`config.mk`:
```
export PLATFORM = sky130hd
export DESIGN_NAME = ti_adc_framer
export DESIGN_NICKNAME = d
export VERILOG_FILES = /design/src/rtl/ti_adc_pkg.sv /design/src/rtl/ti_adc_frame_fifo.sv /design/src/rtl/ti_adc_framer.sv
export SDC_FILE = /design/constraint.sdc
export NUM_CORES = 1
export LEC_CHECK = 0
export CAP_MARGIN = 20
export CORE_MARGIN = 2
export CORE_UTILIZATION = 35
export DETAILED_ROUTE_END_ITERATION = 10
export PLACE_DENSITY = 0.6
export SLEW_MARGIN = 20
export SYNTH_ARGS = -nofsm -noshare
export SYNTH_HDL_FRONTEND = slang
export SYNTH_SLANG_ARGS = --single-unit
```
`constraint.sdc`:
```
create_clock -name adc_clk -period 4.7 [get_ports adc_clk]
set_input_delay 0.94 -clock adc_clk [delete_from_list [all_inputs] [get_ports adc_clk]]
set_output_delay 0.94 -clock adc_clk [all_outputs]
set_load 0.05 [all_outputs]
```
`src/rtl/ti_adc_pkg.sv`:
```
// Shared types and helpers for the TI-ADC sequencer/framer.
// The optional offset-calibration path (TI_ADC_OFFSET_CAL_EN) uses sat_add.
package ti_adc_pkg;

    typedef enum logic [1:0] {
        IDLE  = 2'd0,
        PRIME = 2'd1,
        RUN   = 2'd2
    } fsm_state_t;

    localparam int SEQ_W = 8;

    // Adds a signed offset to an unsigned sample and clamps into [0, max_val].
    function automatic int sat_add(input int raw, input int off, input int max_val);
        int sum;
        sum = raw + off;
        if (sum < 0) begin
            return 0;
        end else if (sum > max_val) begin
            return max_val;
        end
        return sum;
    endfunction

endpackage

```
`src/rtl/ti_adc_frame_fifo.sv`:
```
// Frame FIFO: DEPTH entries of {frame, seq}; full/empty come from pointers carrying a wrap bit.
// A push into a full FIFO is accepted only when a pop happens in the same cycle.
module ti_adc_frame_fifo #(
    parameter int DEPTH = 4,
    parameter int WIDTH = 8
) (
    input  logic             clk_i,
    input  logic             rst_i,
    input  logic             push_i,
    input  logic             pop_i,
    input  logic [WIDTH-1:0] wdata_i,
    output logic [WIDTH-1:0] rdata_o,
    output logic             full_o,
    output logic             empty_o
);

    localparam int AW = $clog2(DEPTH);

    logic [WIDTH-1:0] mem_q [DEPTH];
    logic [AW:0]      wr_ptr_q, wr_ptr_d;
    logic [AW:0]      rd_ptr_q, rd_ptr_d;
    logic             do_push, do_pop;

    assign empty_o = (wr_ptr_q == rd_ptr_q);
    assign full_o  = (wr_ptr_q[AW] != rd_ptr_q[AW]) && (wr_ptr_q[AW-1:0] == rd_ptr_q[AW-1:0]);
    assign do_pop  = pop_i && !empty_o;
    assign do_push = push_i && (!full_o || do_pop);

    // Head is forced to zero when empty so stale storage never reaches the core.
    assign rdata_o = empty_o ? '0 : mem_q[rd_ptr_q[AW-1:0]];

    always_comb begin
        wr_ptr_d = wr_ptr_q;
        rd_ptr_d = rd_ptr_q;
        if (do_push) begin
            wr_ptr_d = wr_ptr_q + 1'b1;
        end
        if (do_pop) begin
            rd_ptr_d = rd_ptr_q + 1'b1;
        end
    end

    always_ff @(posedge clk_i or posedge rst_i) begin
        if (rst_i) begin
            wr_ptr_q <= '0;
            rd_ptr_q <= '0;
        end else begin
            wr_ptr_q <= wr_ptr_d;
            rd_ptr_q <= rd_ptr_d;
        end
    end

    always_ff @(posedge clk_i) begin
        if (do_push) begin
            mem_q[wr_ptr_q[AW-1:0]] <= wdata_i;
        end
    end

endmodule

```
`src/rtl/ti_adc_framer.sv`:
```
// TI-ADC sequencer/framer: one-hot sub-ADC pulses, per-lap frame assembly, frame FIFO to the core.
// Define TI_ADC_OFFSET_CAL_EN to add the cal_off port and a saturating offset stage (+1 latency).
module ti_adc_framer
    import ti_adc_pkg::*;
#(
    parameter int ADC_WAYS   = 8,
    parameter int ADC_BITS   = 9,
    parameter int FIFO_DEPTH = 4,
    parameter int CLK_INIT   = 0
) (
    input  logic                                  adc_clk,
    input  logic                                  rst,
    input  logic                                  en,
    input  logic [$clog2(ADC_WAYS)-1:0]           ways_m1,
    input  logic [0:ADC_WAYS-1][0:ADC_BITS-1]     adc_data,
`ifdef TI_ADC_OFFSET_CAL_EN
    input  logic [0:ADC_WAYS-1][0:ADC_BITS-1]     cal_off,
`endif
    output logic [0:ADC_WAYS-1]                   subadc_clk,
    output logic [0:ADC_WAYS-1][0:ADC_BITS-1]     frame_data,
    output logic [SEQ_W-1:0]                      frame_seq,
    output logic                                  frame_valid,
    input  logic                                  frame_ready,
    output logic                                  ovf,
    input  logic                                  ovf_clr,
    output fsm_state_t                            dbg_state
);

    localparam int WAY_W   = $clog2(ADC_WAYS);
    localparam int FRAME_W = ADC_WAYS * ADC_BITS;
    localparam int ENTRY_W = FRAME_W + SEQ_W;
    localparam logic [WAY_W-1:0] INIT_PTR = WAY_W'(CLK_INIT);

    typedef logic [0:ADC_WAYS-1][0:ADC_BITS-1] frame_t;

    fsm_state_t         state_q, state_d;
    logic [WAY_W-1:0]   ptr_q, ptr_d;
    logic [WAY_W-1:0]   wm1_q, wm1_d;
    logic [WAY_W-1:0]   start_ptr;
    logic               cap_en;

    logic               cap_vld;
    logic               cap_last;
    logic [WAY_W-1:0]   cap_lane;
    logic [0:ADC_BITS-1] cap_val;

    frame_t             asm_q, asm_d;
    logic               push_q, push_d;
    logic [SEQ_W-1:0]   seq_q, seq_d;
    logic               ovf_q, ovf_d;

    logic [ENTRY_W-1:0] fifo_wdata, fifo_rdata;
    logic               fifo_full, fifo_empty;
    logic               pop, drop;

    assign start_ptr = (CLK_INIT > int'(ways_m1)) ? '0 : INIT_PTR;
    assign dbg_state = state_q;

    always_comb begin
        state_d = state_q;
        ptr_d   = ptr_q;
        wm1_d   = wm1_q;
        cap_en  = 1'b0;
        case (state_q)
            IDLE: begin
                if (en) begin
                    state_d = PRIME;
                    wm1_d   = ways_m1;
                    ptr_d   = start_ptr;
                end
            end
            PRIME, RUN: begin
                if (!en) begin
                    state_d = IDLE;
                    ptr_d   = '0;
                end else begin
                    cap_en = (state_q == RUN);
                    if (ptr_q == wm1_q) begin
                        ptr_d   = '0;
                        state_d = RUN;
                    end else begin
                        ptr_d = ptr_q + 1'b1;
                    end
                end
            end
            default: begin
                state_d = IDLE;
                ptr_d   = '0;
            end
        endcase
    end

    always_ff @(posedge adc_clk or posedge rst) begin
        if (rst) begin
            state_q <= IDLE;
            ptr_q   <= '0;
            wm1_q   <= '0;
        end else begin
            state_q <= state_d;
            ptr_q   <= ptr_d;
            wm1_q   <= wm1_d;
        end
    end

    always_comb begin
        subadc_clk = '0;
        if (state_q != IDLE) begin
            subadc_clk[ptr_q] = 1'b1;
        end
    end

`ifdef TI_ADC_OFFSET_CAL_EN
    logic                cal_vld_q;
    logic                cal_last_q;
    logic [WAY_W-1:0]    cal_lane_q;
    logic [0:ADC_BITS-1] cal_val_q;
    int                  cal_sum;

    always_comb begin
        cal_sum = sat_add(int'(adc_data[ptr_q]), int'($signed(cal_off[ptr_q])),
                          (1 << ADC_BITS) - 1);
    end

    // Calibrated sample lands in the assembly register one cycle after its pulse.
    always_ff @(posedge adc_clk or posedge rst) begin
        if (rst) begin
            cal_vld_q  <= 1'b0;
            cal_last_q <= 1'b0;
            cal_lane_q <= '0;
            cal_val_q  <= '0;
        end else begin
            cal_vld_q  <= cap_en;
            cal_last_q <= (ptr_q == wm1_q);
            cal_lane_q <= ptr_q;
            cal_val_q  <= cal_sum[ADC_BITS-1:0];
        end
    end

    assign cap_vld  = cal_vld_q;
    assign cap_last = cal_last_q;
    assign cap_lane = cal_lane_q;
    assign cap_val  = cal_val_q;
`else
    assign cap_vld  = cap_en;
    assign cap_last = (ptr_q == wm1_q);
    assign cap_lane = ptr_q;
    assign cap_val  = adc_data[ptr_q];
`endif

    // Assembly is cleared on every start so lanes above ways_m1 stay zero for the whole run.
    always_comb begin
        asm_d  = asm_q;
        push_d = 1'b0;
        if ((state_q == IDLE) && en) begin
            asm_d = '0;
        end else if (cap_vld) begin
            asm_d[cap_lane] = cap_val;
            push_d          = cap_last;
        end
    end

    // Core handshake: a head transfers on any cycle where frame_valid && frame_ready;
    // frame_valid never depends on frame_ready.
    assign pop  = frame_valid && frame_ready;
    assign drop = push_q && fifo_full && !pop;

    always_comb begin
        seq_d = push_q ? seq_q + 1'b1 : seq_q;
        ovf_d = ovf_q;
        if (drop) begin
            ovf_d = 1'b1;
        end else if (ovf_clr) begin
            ovf_d = 1'b0;
        end
    end

    always_ff @(posedge adc_clk or posedge rst) begin
        if (rst) begin
            asm_q  <= '0;
            push_q <= 1'b0;
            seq_q  <= '0;
            ovf_q  <= 1'b0;
        end else begin
            asm_q  <= asm_d;
            push_q <= push_d;
            seq_q  <= seq_d;
            ovf_q  <= ovf_d;
        end
    end

    assign fifo_wdata = {asm_q, seq_q};

    ti_adc_frame_fifo #(
        .DEPTH (FIFO_DEPTH),
        .WIDTH (ENTRY_W)
    ) u_fifo (
        .clk_i   (adc_clk),
        .rst_i   (rst),
        .push_i  (push_q),
        .pop_i   (pop),
        .wdata_i (fifo_wdata),
        .rdata_o (fifo_rdata),
        .full_o  (fifo_full),
        .empty_o (fifo_empty)
    );

    assign {frame_data, frame_seq} = fifo_rdata;
    assign frame_valid = !fifo_empty;
    assign ovf         = ovf_q;

endmodule

```
Yosys cells after proc, flatten, opt, wreduce, memory -nomap -nowiden
Memory sizes are Yosys's and may differ from the RTL's.
Index checks and enable logic that the tools add are counted.

word-level totals
  flip-flop bits (word level) = 96
  memory bits (writable) = 320
  input port bits = 80
  word-level logic and storage cells = 79
  memories kept = 1

memory list
  name          depth  width  rd ports  clocked after memory_dff  write ports  line                     text
  u_fifo.mem_q  4      80     1         0                         1            ti_adc_frame_fifo.sv:19  logic [WIDTH-1:0] mem_q [DEPTH];

operators by class
  $add $sub $neg = 4
  $lt $le $gt $ge = 2
  eq/ne operators = 8
  mux-type cells = 28
  bitwise logic cells = 1
  reduce and logical (&&, ||, !) cells = 19

operators with widths
  operator                                                                      count
  72-bit 2-to-1 mux                                                             2
  80-bit 2-to-1 mux                                                             1
  72-bit bitwise mux                                                            1
  9-bit binary-select mux with 3-bit select                                     1
  9-bit demux with 3-bit select                                                 1
  9-bit 2-to-1 mux                                                              3
  3-bit by 1-bit adder with 3-bit output, second input constant                 3
  1-bit 2-to-1 mux                                                              9
  3-bit 2-to-1 mux                                                              3
  8-bit by 1-bit adder with 8-bit output, second input constant                 1
  1-bit logical AND                                                             8
  8-bit 2-to-1 mux                                                              1
  3-bit == test                                                                 2
  2-bit 2-to-1 mux                                                              3
  3-bit one-hot mux with 2 select lines                                         1
  2-bit nonzero test                                                            3
  4-bit >= comparator, second input constant                                    1
  4-bit by 1-bit less-than comparator with 1-bit output, second input constant  1
  3-bit inverter with 4-bit output                                              1
  2-bit one-hot mux with 2 select lines                                         1
  2-bit AND reduction                                                           2
  1-bit demux with 3-bit select                                                 1
  1-bit zero test                                                               3
  3-bit inequality test, second input constant                                  1
  8 further kinds                                                               8

Depth between registers and ports, before layout
  word-level depth = 8
  gate-level depth with buffers = 8
  mapped depth without buffers = 6

Hierarchy
A second synthesis with hierarchy kept.

unflattened totals
  cells, all modules = 836
  area, all modules = 16320.7 µm²

modules (own cells, without submodules)
  module             times used  cells each  area an instance (µm²)  seq. area each (µm²)
  ti_adc_frame_fifo  1           542         12480.7                 9759.4
  ti_adc_framer      1           294         3839.9                  2252.2

Worst setup path after synthesis
Ideal clock, no wire load.

  kind = register to output
  start = register state_q[0], in the netlist dbg_state[0]
  end = output subadc_clk[0] in the netlist's numbering
  arrival time = 2.882 ns
  required time = 3.760 ns
  path slack = 0.878 ns
  stages on the path, launching flop included = 6
  buffers on the path = 2
  path through = dfrtp_1 inv_1 ha_1 buf_2 clkbuf_1 nor4_1

on the way
  word-level cells in the longest chain between the ends = 2

RTL lines
  what                    line                  text
  from (decl)             ti_adc_framer.sv:36   fsm_state_t state_q, state_d;
  from (signal assigned)  ti_adc_framer.sv:99   state_q <= state_d;
  2-bit nonzero test      ti_adc_framer.sv:107  if (state_q != IDLE) begin
  8-bit 2-to-1 mux        ti_adc_framer.sv:107
  to (decl)               ti_adc_framer.sv:19   output logic [0:ADC_WAYS-1] subadc_clk,

No other way between the ends.

==> impl_metrics.yaml <==
layout:
  syn_to_final_growth_pct: 23.3
  fin_nets: 1177
  layout-drive-gt1-share_pct: 18.8
setup_path:
  arrival_ns: 3.12
  crit_buf_inv: 2
  critical-path-top-delay-family: "buffers and inverters"
  start_kind: "register"
  r2r_end: "asm_q[68]$_DFFE_PP0P_"
  worst-setup-path-type: "reg2out"
  crit_fanout: 82
  crit_required_ns: 3.76
  slowest_stage: "clkdlybuf4s50_1"
  crit_chain: "buf_12 -> mux4_2 -> and2_1 -> clkdlybuf4s50_1"
  max_stage_delay_ns: 0.71
  reg2reg_slack_ns: 1.94
  r2r_cells: 6
  r2r-start: "dbg_state[0]$_DFFE_PP0P_"
  endpoint_kind: "output port"
global_routing:
  grt_remaining_overflow: 0
  grt_pass1_wl_mm: 62.0
  grt_usage_pct: 17.0
  antenna_found_initial: 4
  grt_max_degree: 83
  grt_pass1_vias: 9433
timing:
  min_period_ns: 4.06
  drv_slew: 0
  max_slew_margin_pct: 39.8
  fin_crit_sh_pct: 86.4
  hold_viol: 0
  setup_viol: 0
  fin_skew_ns: 0.0220
  fmax_ghz: 0.246
  rsz0062_at_grt: "no"
  worst_slack_ns: 0.638
  setup_tns_ns: 0
  worst_pin_slew_ns: 0.894
logic_synthesis:
  synth_top_flop_cell: "edfxtp_1"
  synth_cell_type_count: 56
  yosysMostFrequentCell: "edfxtp_1"
  async_reset_ff_share_pct: 23.1
  synth_area_sq_um: 16700
  ys_seq_area_share_pct: 72.1
  synth_area_leaders: "edfxtp_1 58%, dfrtp_1 14%, mux4_2 12%, and2_1 3.3%, a22o_1 2.3%"
  synth_edf_count: 320
  netlist_instances: 901
  yosys_warnings: 0
  yosys.area.top_type: "edfxtp_1"
  syn_area_per_cell_sq_um: 18.5
  syn-num-nets: 992
  synth-seq-cells: 416
  synth_commonest_cells: "320 x edfxtp_1, 96 x dfrtp_1, 87 x and2_1, 86 x mux4_2, 44 x a22o_1"
  yosys.area.top_type_share_pct: 57.7
die:
  ios: 172
  die_y_microns: 222
  start_util_pct: 35.6
  fp.dieW_microns: 222
  row_count: 79
  core_area_sq_um: 46800
  die-area_sq_um: 49300
pwr:
  p_seq_share_pct: 31.4
  p_sw_mw: 5.13
  sw_frac_of_total_pct: 38.8
  p_int_mw: 8.07
  p_leak_nw: 7.21
  p_per_area_nw_per_um2: 643
  ir_drop_mv: 0.506
  p_comb_share_pct: 42.9
  clkPwrFrac_pct: 25.8
detailed_routing:
  firstDrtPassIters: 6
  vias: 8899
  ant_nets: 0
  routed_via_density: 5.14
  drt-initial-drc-count: 631
  wl_per_cell_microns: 24.0
  drc: 0
  wirelength_mm: 41.5
place:
  portBuffers: 171
  dpl_worst_slack_ns: 1.18
  dp_hpwl_mm: 24.8
  place.gp.congestion: 0.752
cts:
  clk_pin_slew_ns: 0.06
  cts_tree: "built"
  cts.repair.resized: 0
  cts_root_buf: "clkbuf_16"
  cts_max_level: 2
  cts_hold_buf: 0
  post-cts-setup-buffers: 0
  cts_sinks: 416
  cts_buffer_depth: 3
  numCtsBuffers: 44
  clk-insertion-delay-late_ns: 0.57
min_path:
  holdPathStages: 1
  hp-start: "u_fifo.wr_ptr_q[2]$_DFFE_PP0P_"
  hp-class: "reg2reg"
  hold_end: "u_fifo.wr_ptr_q[2]$_DFFE_PP0P_"
run:
  cap_violations: 0
run_status:
  status: "completed"
## power groups by stage
stage	combinational, mW	clock, mW	sequential, mW
after floorplan	3.92	0	4.19
after global placement	5.74	0	4.21
after detailed placement	5.74	0	4.21
after CTS	5.76	3.48	4.14
after global routing	5.96	3.60	4.15
final	5.66	3.40	4.14
## worst max path at each step
stage	start	end	slack (ns)	depth (start not counted)
2_1_floorplan	dbg_state[0]$_DFFE_PP0P_	subadc_clk[0]	0.88	5
3_3_place_gp	u_fifo.rd_ptr_q[0]$_DFFE_PP0P_	frame_data[22]	1.18	4
3_5_place_dp	u_fifo.rd_ptr_q[0]$_DFFE_PP0P_	frame_data[33]	1.18	4
4_1_cts	u_fifo.rd_ptr_q[0]$_DFFE_PP0P_	frame_data[33]	0.55	4
5_1_grt	u_fifo.rd_ptr_q[2]$_DFFE_PP0P_	frame_data[33]	0.48	5
6_report	u_fifo.rd_ptr_q[0]$_DFFE_PP0P_	frame_data[3]	0.64	4
## placed cells by master (no fill, tap or decap), types with 4 or more instances in the layout
cell type / count
edfxtp_1: 320
clkdlybuf4s50_1: 171
dfrtp_1: 92
mux4_2: 86
and2_1: 83
clkbuf_16: 46
a22o_1: 44
nand2_1: 41
o21ai_0: 14
nor2_1: 12
inv_1: 12
ha_1: 11
clkinv_2: 11
mux2i_1: 10
clkinv_1: 10
buf_4: 10
nand3_1: 9
xnor2_1: 9
nor3_1: 7
xor2_1: 7
buf_12: 7
o21ai_2: 6
nand2b_1: 6
a32o_1: 6
nand4_1: 6
mux2_2: 5
o31ai_1: 5
nor2_2: 4
nand4b_1: 4
and2_4: 4
clkbuf_8: 4
## routing by layer
metal / part of all wire (%) / vias to the layer above / track usage, %
li1: - / 3927 / -
met4: 1.6 / 2 / 4.62
met3: 6.2 / 47 / 2.97
met2: 47 / 241 / 26.8
met1: 45 / 4682 / 24.5
met5: 0.026 / - / 0
## worst reg2reg max path, delay by kind of cell (launching register included)
kind	cells	cell delay (ns)
flip-flops	1	0.41
AO/OA/AOI/OAI	1	0.21
AND/OR/NAND/NOR	3	1.49
buffers and inverters	1	0.12
adder cells (fa/ha/maj)	1	0.47
## sequential cells by signal, indices dropped and copies added (netlist names)
name,cells
wm1_q,3
cap_lane,3
push_q,1
dbg_state,2
u_fifo.mem_q,320
asm_q,72
u_fifo.wr_ptr_q,3
seq_q,8
u_fifo.rd_ptr_q,3
ovf,1
## stage by stage
stage | hold slack, ns | instance area [sq um] | std cells | util [%] | power (mW)
2_1_floorplan | 0.460 | 16700 | 901 | - | 8.11
3_3_place_gp | 0.476 | 19100 | 1647 | 40.9 | 9.95
3_5_place_dp | 0.481 | 19100 | 1647 | 40.9 | 9.95
4_1_cts | 0.490 | 20500 | 1729 | 43.9 | 13.4
5_1_grt | 0.519 | 20500 | 1729 | 43.9 | 13.7
6_report | 0.495 | 20500 | 1731 | 43.9 | 13.2
## layout make-up
class                   count  area [sq um]
diodes                      2          5.00
well taps                 607           759
clock inverters            29           209
flip-flops and latches    416         12000
fillers                  4063         26200
multi-input cells         423          4350
clock buffers              53          1220
inverters                  13          51.3
repair buffers            188          1930
## kinds of logic (layout without fill, tap and decap cells)
logic type | after synthesis | count (layout) | synth area share [%]
buffers and inverters | 62 | 283 | 1.83
adder cells (fa/ha/maj) | 11 | 11 | 0.827
AO/OA/AOI/OAI | 97 | 97 | 4.73
AND/OR/NAND/NOR | 195 | 195 | 6.79
other | 0 | 2 | 0
multiplexers | 103 | 103 | 12.8
flip-flops | 416 | 416 | 72.1
XOR/XNOR | 17 | 17 | 0.939
(Power assumes the default switching activity.)
